==> src/rtl/jt08_adpcmb_pkg.sv <==
// Shared types and defaults for the ADPCM-B sample memory arbiter.
package jt08_adpcmb_pkg;

    localparam int unsigned AW_DEFAULT     = 21;
    localparam int unsigned STARVE_DEFAULT = 8;

    typedef enum logic [1:0] {
        ST_IDLE = 2'd0,
        ST_DRV  = 2'd1,
        ST_LD   = 2'd2
    } arb_state_e;

endpackage

==> src/rtl/jt08_strobe_edge.sv <==
// Falling-edge detector for an active-low strobe. The previous value resets to 1,
// so a strobe that is already low when reset is released counts as an edge.
module jt08_strobe_edge (
    input  logic clk,
    input  logic rst_n,
    input  logic strobe_n,
    output logic fall_c
);

    logic prev;

    always_ff @(posedge clk or negedge rst_n) begin
        if (!rst_n) prev <= 1'b1;
        else        prev <= strobe_n;
    end

    assign fall_c = prev & ~strobe_n;

endmodule

==> src/rtl/jt08_adpcmb_mem_arb.sv <==
// Shares one ADPCM-B sample memory between the drvB strobe port and a host loader,
// issuing single req/ack transactions downstream with bounded loader starvation.
module jt08_adpcmb_mem_arb
    import jt08_adpcmb_pkg::*;
#(
    parameter int unsigned AW     = AW_DEFAULT,
    parameter int unsigned STARVE = STARVE_DEFAULT
) (
    input  logic          clk,
    input  logic          rst_n,
    input  logic [AW-1:0] drv_addr,
    input  logic          drv_roe_n,
    input  logic          drv_wr_n,
    input  logic [7:0]    drv_dout,
    output logic [7:0]    drv_din,
    input  logic          ld_req,
    input  logic          ld_we,
    input  logic [AW-1:0] ld_addr,
    input  logic [7:0]    ld_wdata,
    output logic [7:0]    ld_rdata,
    output logic          ld_ack,
    output logic          mem_req,
    output logic          mem_we,
    output logic [AW-1:0] mem_addr,
    output logic [7:0]    mem_wdata,
    input  logic [7:0]    mem_rdata,
    input  logic          mem_ack,
    output logic          busy
);

    localparam int unsigned CW = $clog2(STARVE + 1);

    arb_state_e    state;
    logic [CW-1:0] starve_cnt;
    logic          drv_pend;
    logic          drv_we;
    logic [AW-1:0] drv_lat_addr;
    logic [7:0]    drv_lat_data;

    logic rd_fall_c, wr_fall_c, edge_c;
    logic drv_done_c, go_drv_c, go_ld_c;

    jt08_strobe_edge u_rd_edge (
        .clk      (clk),
        .rst_n    (rst_n),
        .strobe_n (drv_roe_n),
        .fall_c   (rd_fall_c)
    );

    jt08_strobe_edge u_wr_edge (
        .clk      (clk),
        .rst_n    (rst_n),
        .strobe_n (drv_wr_n),
        .fall_c   (wr_fall_c)
    );

    assign edge_c     = rd_fall_c | wr_fall_c;
    assign drv_done_c = (state == ST_DRV) && mem_ack;
    assign go_drv_c   = drv_pend && (!ld_req || (starve_cnt < CW'(STARVE)));
    assign go_ld_c    = ld_req && (!drv_pend || (starve_cnt == CW'(STARVE)));

    // Driver request capture; a completing access frees the slot for an edge in the same cycle.
    always_ff @(posedge clk or negedge rst_n) begin
        if (!rst_n) begin
            drv_pend     <= 1'b0;
            drv_we       <= 1'b0;
            drv_lat_addr <= '0;
            drv_lat_data <= '0;
        end else begin
            if (drv_done_c) drv_pend <= 1'b0;
            if (edge_c && (!drv_pend || drv_done_c)) begin
                drv_pend     <= 1'b1;
                drv_we       <= wr_fall_c;
                drv_lat_addr <= drv_addr;
                drv_lat_data <= drv_dout;
            end
        end
    end

    // Arbitration FSM with registered downstream and completion outputs.
    always_ff @(posedge clk or negedge rst_n) begin
        if (!rst_n) begin
            state      <= ST_IDLE;
            starve_cnt <= '0;
            drv_din    <= '0;
            ld_rdata   <= '0;
            ld_ack     <= 1'b0;
            mem_req    <= 1'b0;
            mem_we     <= 1'b0;
            mem_addr   <= '0;
            mem_wdata  <= '0;
            busy       <= 1'b0;
        end else begin
            ld_ack <= 1'b0;
            case (state)
                ST_IDLE: begin
                    if (go_drv_c) begin
                        state     <= ST_DRV;
                        mem_req   <= 1'b1;
                        mem_we    <= drv_we;
                        mem_addr  <= drv_lat_addr;
                        mem_wdata <= drv_lat_data;
                        busy      <= 1'b1;
                    end else if (go_ld_c) begin
                        state     <= ST_LD;
                        mem_req   <= 1'b1;
                        mem_we    <= ld_we;
                        mem_addr  <= ld_addr;
                        mem_wdata <= ld_wdata;
                        busy      <= 1'b1;
                    end
                end
                ST_DRV: begin
                    if (mem_ack) begin
                        if (!mem_we) drv_din <= mem_rdata;
                        if (!ld_req)
                            starve_cnt <= '0;
                        else if (starve_cnt != CW'(STARVE))
                            starve_cnt <= starve_cnt + CW'(1);
                        state   <= ST_IDLE;
                        mem_req <= 1'b0;
                        busy    <= 1'b0;
                    end
                end
                ST_LD: begin
                    if (mem_ack) begin
                        if (!mem_we) ld_rdata <= mem_rdata;
                        ld_ack     <= 1'b1;
                        starve_cnt <= '0;
                        state      <= ST_IDLE;
                        mem_req    <= 1'b0;
                        busy       <= 1'b0;
                    end
                end
                default: begin
                    state   <= ST_IDLE;
                    mem_req <= 1'b0;
                    busy    <= 1'b0;
                end
            endcase
        end
    end

endmodule

==> config.mk <==
export PLATFORM = sky130hd
export DESIGN_NAME = jt08_adpcmb_mem_arb
export DESIGN_NICKNAME = d
export VERILOG_FILES = /design/src/rtl/jt08_adpcmb_pkg.sv /design/src/rtl/jt08_strobe_edge.sv /design/src/rtl/jt08_adpcmb_mem_arb.sv
export SDC_FILE = /design/constraint.sdc
export NUM_CORES = 1
export LEC_CHECK = 0
export BUFFER_PORTS_ARGS = -buffer_cell sky130_fd_sc_hd__buf_2
export CAP_MARGIN = 0
export CORE_MARGIN = 2
export CORE_UTILIZATION = 45
export DETAILED_ROUTE_END_ITERATION = 16
export PLACE_DENSITY_LB_ADDON = 0.2
export SYNTH_ARGS = -nofsm -noshare
export SYNTH_HDL_FRONTEND = slang
export SYNTH_HIERARCHICAL = 1
export SYNTH_SLANG_ARGS = --single-unit
==> constraint.sdc <==
create_clock -name clk -period 3.1 [get_ports clk]
set_input_delay 0.31 -clock clk [delete_from_list [all_inputs] [get_ports clk]]
set_output_delay 0.31 -clock clk [all_outputs]
set_load 0.02 [all_outputs]
==> results of run 1 <==
==> area by class of cell <==
type	instances	area, µm²
fill	745	3750
multi-input combinational	157	1777
timing repair buffer	127	680.7
clock buffer	12	145.1
sequential	87	2180
tap	108	135.1
clock inverter	4	77.57
inverter	5	18.77
==> Yosys cell counts, types with 3 or more instances <==
library cell,count
sky130_fd_sc_hd__buf_4,3
sky130_fd_sc_hd__mux2_2,48
sky130_fd_sc_hd__mux2_4,43
sky130_fd_sc_hd__nor2_1,3
sky130_fd_sc_hd__inv_1,5
sky130_fd_sc_hd__dfrtp_1,85
sky130_fd_sc_hd__ha_1,5
sky130_fd_sc_hd__buf_2,4
sky130_fd_sc_hd__buf_6,6
sky130_fd_sc_hd__mux2_1,15
sky130_fd_sc_hd__nand2_1,5
sky130_fd_sc_hd__a21oi_1,3
==> metal layers <==
| metal | share of wire (%) | up-vias |
|---|---|---|
| li1 | - | 1185 |
| met1 | 48 | 1201 |
| met2 | 46 | 88 |
| met3 | 5.6 | 7 |
| met4 | 0.93 | 0 |
| met5 | 0 | - |
==> metrics by stage <==
stage	utilization [%]	power, µW	area, µm²	std cells	hold WS [ns]
2_1_floorplan	-	3986	4066	262	0.01441
3_3_place_gp	54.55	4562	4781	483	0.3712
3_5_place_dp	54.55	4649	4781	483	0.3754
4_1_cts	57.21	5541	5014	500	0.07399
5_1_grt	57.21	5810	5014	500	0.06645
6_report	57.21	5452	5014	500	0.09197
==> report_power, final <==
part / leakage [µW] / switching (µW) / internal [µW]
combinational: 0.00134 / 1180 / 1400
clock: 0.000111 / 394 / 482
sequential: 0.00103 / 302 / 1700
==> registers in the layout, summed over array words and instances (netlist names) <==
signal / flops
drv_pend: 1
ld_rdata: 8
mem_we: 1
ld_ack: 1
u_rd_edge/prev: 1
mem_wdata: 8
mem_addr: 21
drv_lat_data: 8
state: 2
drv_din: 8
busy: 1
drv_we: 1
starve_cnt: 4
u_wr_edge/prev: 1
drv_lat_addr: 21
==> path summary, 6_finish.rpt <==
check / endpoint / slack, ns / cells past startpoint
worst max-delay path: drv_lat_addr[18] / 0.90 / 6
worst min-delay path: u_rd_edge/prev / 0.09 / 1
worst max register to register: drv_lat_addr[18] / 0.90 / 6
worst min register to register: drv_lat_addr[6] / 0.49 / 1
max in group asynchronous: u_wr_edge/prev / 1.80 / 3
min in group asynchronous: ld_rdata[1] / 0.52 / 2
==> logic make-up after synthesis <==
| kind of cell | Yosys count |
|---|---|
| flip-flops | 87 |
| buffers and inverters | 18 |
| AO/OA/AOI/OAI | 19 |
| adder cells (fa/ha/maj) | 5 |
| AND/OR/NAND/NOR | 25 |
| multiplexers | 108 |
==> summary.txt, run 1 <==
Status
  – Result of the run: finished clean

Logic synthesis
  – Synth cell types: 39
  – Number of nets in the synthesized netlist: 340
  – Ys flop type: sky130_fd_sc_hd__dfrtp_1
  – Number of storage elements in the synthesis netlist: 87
  – Number of enable-type register cells in the synthesized netlist: 0
  – Combinational family with the most area after synthesis: multiplexers
  – Syn. warnings: 6
  – Simple-gate area share of the yosys netlist: 4.154%
  – Mux contribution to synthesized area: ~34%
  – Top cell type's share of synthesized area: 52.31%
  – Top area cells in the synthesized netlist: sky130_fd_sc_hd__dfrtp_1 (52%), sky130_fd_sc_hd__mux2_4 (16%), sky130_fd_sc_hd__mux2_2 (13%)
  – Summed instance area of the synthesized netlist: 4066 µm²
  – Async set-reset flop share out of synthesis: 100.0%
  – Synthesized instance count: 262
  – Post-synthesis sequential area ratio: between 50% and 60%
  – Adder-cell share of the synthesized area: 1.538%
  – Share of the synthesized netlist area taken by xor and xnor gates: 0%
  – Library cell occupying the most area in the post-synthesis netlist: sky130_fd_sc_hd__dfrtp_1
  – Average cell area after synthesis: 15.52 µm²
  – Compound-gate portion of the synthesized area: 3.723%

Timing
  – Final cycle utilization of the critical path: a little under three quarters
  – Setup-failing EPs final: 0
  – Maximum clock frequency: 454.4 MHz
  – Least setup slack across all paths after layout: 0.8991 ns
  – Worst clock skew: ~0.012 ns
  – Relative slew slack: roughly 57%
  – Setup repair after global routing missed its margin: false
  – Final number of max-transition violations: 0
  – Slew at the pin with the worst max-slew slack: 0.6476 ns
  – Crit path time final: 2.201 ns
  – Total Neg Setup Slack: 0 ns
  – Final hold vios: 0

Drt
  – Routed via count divided by cell count: roughly 5.0
  – Routed wirelength normalized by instance count: 15.44 µm
  – Number of vias in the routed layout: about 2500
  – DRC violation total after the first TritonRoute iteration: 60
  – Number of iterations in the first detailed-routing pass: 4
  – Total Wirelength: between 7000 and 8000 µm
  – Remaining routing DRC violations: 0
  – Antenna viol nets, final: 0

Clocking
  – Total setup buffers inserted after CTS: 0
  – Sinks on Clock Net: 87
  – Cell chosen for the clock root: sky130_fd_sc_hd__clkbuf_8
  – Total clock buffers created by CTS: 9
  – Number of H-tree branching levels: 3
  – Clock tree from TritonCTS: built
  – Source-to-sink clock delay at the later pin of the worst-skew pair: between 0.3 and 0.4 ns
  – Maximum count of clock buffers along a single path: 2
  – Clk slew on worst S/H paths: 0.08 ns
  – Cells resized by post-CTS repair: 0
  – Cts-stage hold buffer count: 1

Critical path
  – CP Launch Type: flip-flop
  – Standard cell with the maximum stage delay on the critical path: sky130_fd_sc_hd__a21oi_4
  – Arrival time at the worst endpoint: 2.43 ns
  – Required time at the endpoint of the critical path: 3.33 ns
  – Dominant delay contributor by cell family on the critical path: buffers and inverters
  – Maximum fanout along the worst path: 17
  – Crit path launch: state[1]
  – Category of the critical setup timing path: reg -> reg
  – Series of cell instances along the critical path: inv_1 -> ha_1 -> nand2_1 -> a21oi_4 -> buf_4 -> mux2_2
  – Critical R2R Launch: state[1]
  – CP peak stage delay: 0.44 ns
  – Endpoint class of the critical path: flip-flop
  – Worst path bufs/invs: 2

Place
  – Post-DP HPWL: 5678 µm
  – Port Buffers: around 120
  – Placer Congestion: 0.7340
  – Post-place setup slack: between 0.8 and 0.9 ns

Die
  – Vertical die dimension: 99.06 µm
  – Count of boundary I/O pins: 122
  – Number of placement rows: 34
  – Standard cell core area: 8763 µm²
  – Die Footprint: 9813 µm²
  – Die extent in x: 99.06 µm
  – Effective utilization at floorplan: roughly 46%

Final layout
  – Most frequent cells in the layout: sky130_fd_sc_hd__buf_2 (120), sky130_fd_sc_hd__dfrtp_1 (85), sky130_fd_sc_hd__mux2_2 (48), sky130_fd_sc_hd__mux2_4 (43), sky130_fd_sc_hd__mux2_1 (15)
  – Antenna diode instance count: 0
  – Synthesis-to-layout area growth: 23.29%
  – Number of nets in the final layout: 465
  – Commonest non-fill, non-tap cell in the layout: sky130_fd_sc_hd__buf_2
  – Fraction of final layout cells sized beyond drive strength 1: 61.73%

Global route
  – Initial antenna violation count: 0
  – Maximum number of pins on one net before global-route repair: between 50 and 60
  – Via count of the first global-routing pass: between 2000 and 3000
  – Met2 Use GR: 25.78%
  – Global route total overflow: 0
  – Met1 track demand over resource: 22.97%
  – GR peak layer: met2
  – Met3 track demand over resource: between 4 and 5%
  – First-pass GRT wire length: between 10000 and 15000 µm
  – All-Layer GR Usage: around 17%

Power and ir drop
  – Total power per unit cell area: about 1100 nW/µm²
  – LEAKAGE: 0.002483 µW
  – Worst supply voltage drop on vdd: a little under 500 µV

Worst hold path
  – Classification of the worst-slack hold path: in -> reg
  – Startpoint of the worst hold path: drv_roe_n

Run
  – Max-Cap Viols: 0
Power figures use the tool's default switching activity.
==> run 2, diff against run 1 <==
==> constraint.sdc (replaced) <==
create_clock -name clk -period 2.21 [get_ports clk]
set_input_delay 0.221 -clock clk [delete_from_list [all_inputs] [get_ports clk]]
set_output_delay 0.221 -clock clk [all_outputs]
set_load 0.02 [all_outputs]
==> run 2 against run 1 <==
Against the previous run: worst setup slack worse by 0.53 ns; first-iteration DRC count up 27%; hold slack got worse by 0.0059 ns; total power up 42%; via count increased by 4.0%; clock skew up 0.0032 ns; sequential power is 40% higher; register-to-register slack got worse by 0.53 ns; clock power grew 43%; global-route usage decreased by 0.14 points; critical path type unchanged; sequential share of layout area is 0.67 points lower.
==> summary.txt, run 2 (synthesized netlist as in run 1, its figures left out) <==
Final layout
  – Number of nets in the final layout: 472
  – Final Non-Filler Cells: 507
  – Fraction of final layout cells sized beyond drive strength 1: 62.16%
  – Antenna diode instance count: 0
  – Commonest non-fill, non-tap cell in the layout: sky130_fd_sc_hd__buf_2
  – Most frequent cells in the layout: sky130_fd_sc_hd__buf_2 (120), sky130_fd_sc_hd__dfrtp_1 (85), sky130_fd_sc_hd__mux2_2 (48), sky130_fd_sc_hd__mux2_4 (43), sky130_fd_sc_hd__mux2_1 (15)
  – Registers with the highest flip-flop counts: drv_lat_addr (21), mem_addr (21)
  – Fraction of the core area covered by cells at the end of the flow: 58.11%
  – Synthesis-to-layout area growth: 25.23%

Timing
  – Final cycle utilization of the critical path: 83.50%
  – Relative slew slack: between 50% and 60%
  – Final hold vios: 0
  – Maximum clock frequency: 541.9 MHz
  – Setup-failing EPs final: 0
  – Crit path time final: approximately 1.8 ns
  – Worst clock skew: 0.01486 ns
  – Final worst hold slack: 0.08606 ns
  – Slew at the pin with the worst max-slew slack: 0.7272 ns
  – Final number of max-transition violations: 0
  – Setup repair after global routing missed its margin: false
  – Total Neg Setup Slack: 0 ns

Die
  – Die Footprint: a little under 10000 µm²
  – Count of boundary I/O pins: 122
  – Die extent in x: 99.06 µm
  – Effective utilization at floorplan: between 40 and 50%
  – Vertical die dimension: 99.06 µm
  – Standard cell core area: approximately 9000 µm²
  – Number of placement rows: 34

Power and ir drop
  – Worst supply voltage drop on vdd: 836.0 µV
  – Clock power share: between 10% and 20%
  – Power spent charging and discharging nets: 2660 µW
  – LEAKAGE: 0.002521 µW
  – Sw Share: 34.33%
  – Combinational power share: a little under half
  – Design internal power: 5088 µW
  – Total Power: 7748 µW
  – Total power per unit cell area: 1521 nW/µm²
  – Sequential group share of total power: approximately 36%

Clocking
  – Sinks on Clock Net: 87
  – Total clock buffers created by CTS: 9
  – Clock tree from TritonCTS: built
  – Cts-stage hold buffer count: 3
  – Cell chosen for the clock root: sky130_fd_sc_hd__clkbuf_8
  – Source-to-sink clock delay at the later pin of the worst-skew pair: 0.35 ns
  – Number of H-tree branching levels: 3
  – Maximum count of clock buffers along a single path: 2
  – Total setup buffers inserted after CTS: 0
  – Clk slew on worst S/H paths: 0.09 ns
  – Cells resized by post-CTS repair: 0

Drt
  – DRC violation total after the first TritonRoute iteration: 76
  – Number of iterations in the first detailed-routing pass: 4
  – Total Wirelength: roughly 7900 µm
  – Routed via count divided by cell count: 5.091
  – Antenna viol nets, final: 0
  – Routed wirelength normalized by instance count: 15.57 µm
  – Remaining routing DRC violations: 0
  – Number of vias in the routed layout: 2581

Global route
  – Met2 Use GR: 26.25%
  – Met1 track demand over resource: 21.59%
  – GR peak layer: met2
  – Initial antenna violation count: 0
  – Met3 track demand over resource: 4.468%
  – Maximum number of pins on one net before global-route repair: 58
  – All-Layer GR Usage: 16.37%
  – Global route total overflow: 0
  – First-pass GRT wire length: 12680 µm
  – Via count of the first global-routing pass: 2644

Run
  – Max-Cap Viols: 0

Critical path
  – Maximum fanout along the worst path: 30
  – Category of the critical setup timing path: reg -> reg
  – Arrival time at the worst endpoint: 2.07 ns
  – Endpoint class of the critical path: flip-flop
  – Required time at the endpoint of the critical path: 2.43 ns
  – CP Launch Type: flip-flop

Place
  – Post-DP HPWL: 5655 µm
  – Placer Congestion: 0.8347
  – Port Buffers: between 100 and 150
  – Count of placed standard cells including taps: slightly below 500

Worst hold path
  – Classification of the worst-slack hold path: in -> reg

Status
  – Result of the run: finished clean
## run 2: power by group through the flow
| stage | Clock, µW | Combinational [µW] | Sequential (µW) |
|---|---|---|---|
| global placement | 0 | 3640 | 2810 |
| global route | 1370 | 3950 | 2920 |
| finish | 1250 | 3690 | 2800 |
| CTS | 1290 | 3740 | 2820 |
| floorplan | 0 | 2270 | 3320 |
| detailed placement | 0 | 3730 | 2840 |
## run 2: cell type report
| class | instances | area [µm²] |
|---|---|---|
| fill | 713 | 3671 |
| sequential | 87 | 2180 |
| multi-input combinational | 157 | 1777 |
| timing repair buffer | 134 | 750.7 |
| clock buffer | 12 | 155.1 |
| tap | 108 | 135.1 |
| clock inverter | 4 | 76.32 |
| inverter | 5 | 18.77 |
## run 2: worst max-delay path: stages, from the launching register on
cell	delay, ns
sky130_fd_sc_hd__dfrtp_1	0.42
sky130_fd_sc_hd__inv_1	0.10
sky130_fd_sc_hd__ha_1	0.25
sky130_fd_sc_hd__o21ai_0	0.17
sky130_fd_sc_hd__a21oi_4	0.17
sky130_fd_sc_hd__buf_12	0.24
sky130_fd_sc_hd__mux2_2	0.37
## run 2: stage by stage
step	worst slack [ns]	cell area (µm²)
after global placement	0.4472	4831
after detailed placement	0.3838	4831
after global routing	0.2729	5092
after floorplan	0.5070	4066
final	0.3647	5092
after CTS	0.3691	5092
## run 2: final timing paths
kind                            startpoint  depth (start not counted)         endpoint  slack (ns)
min reg2reg                drv_lat_addr[5]                          1  drv_lat_addr[5]        0.49
min in group asynchronous            rst_n                          2    starve_cnt[1]        0.47
max reg2reg                       state[0]                          6     mem_addr[12]        0.36
max                               state[0]                          6     mem_addr[12]        0.36
max in group asynchronous            rst_n                          3  drv_lat_addr[6]        1.05
min                            drv_addr[4]                          2  drv_lat_addr[4]        0.09
## run 2: layer usage
layer	routed length, µm	up-vias
li1	-	1197
met1	3515	1282
met2	3723	94
met3	561	8
met4	95	0
met5	0	-
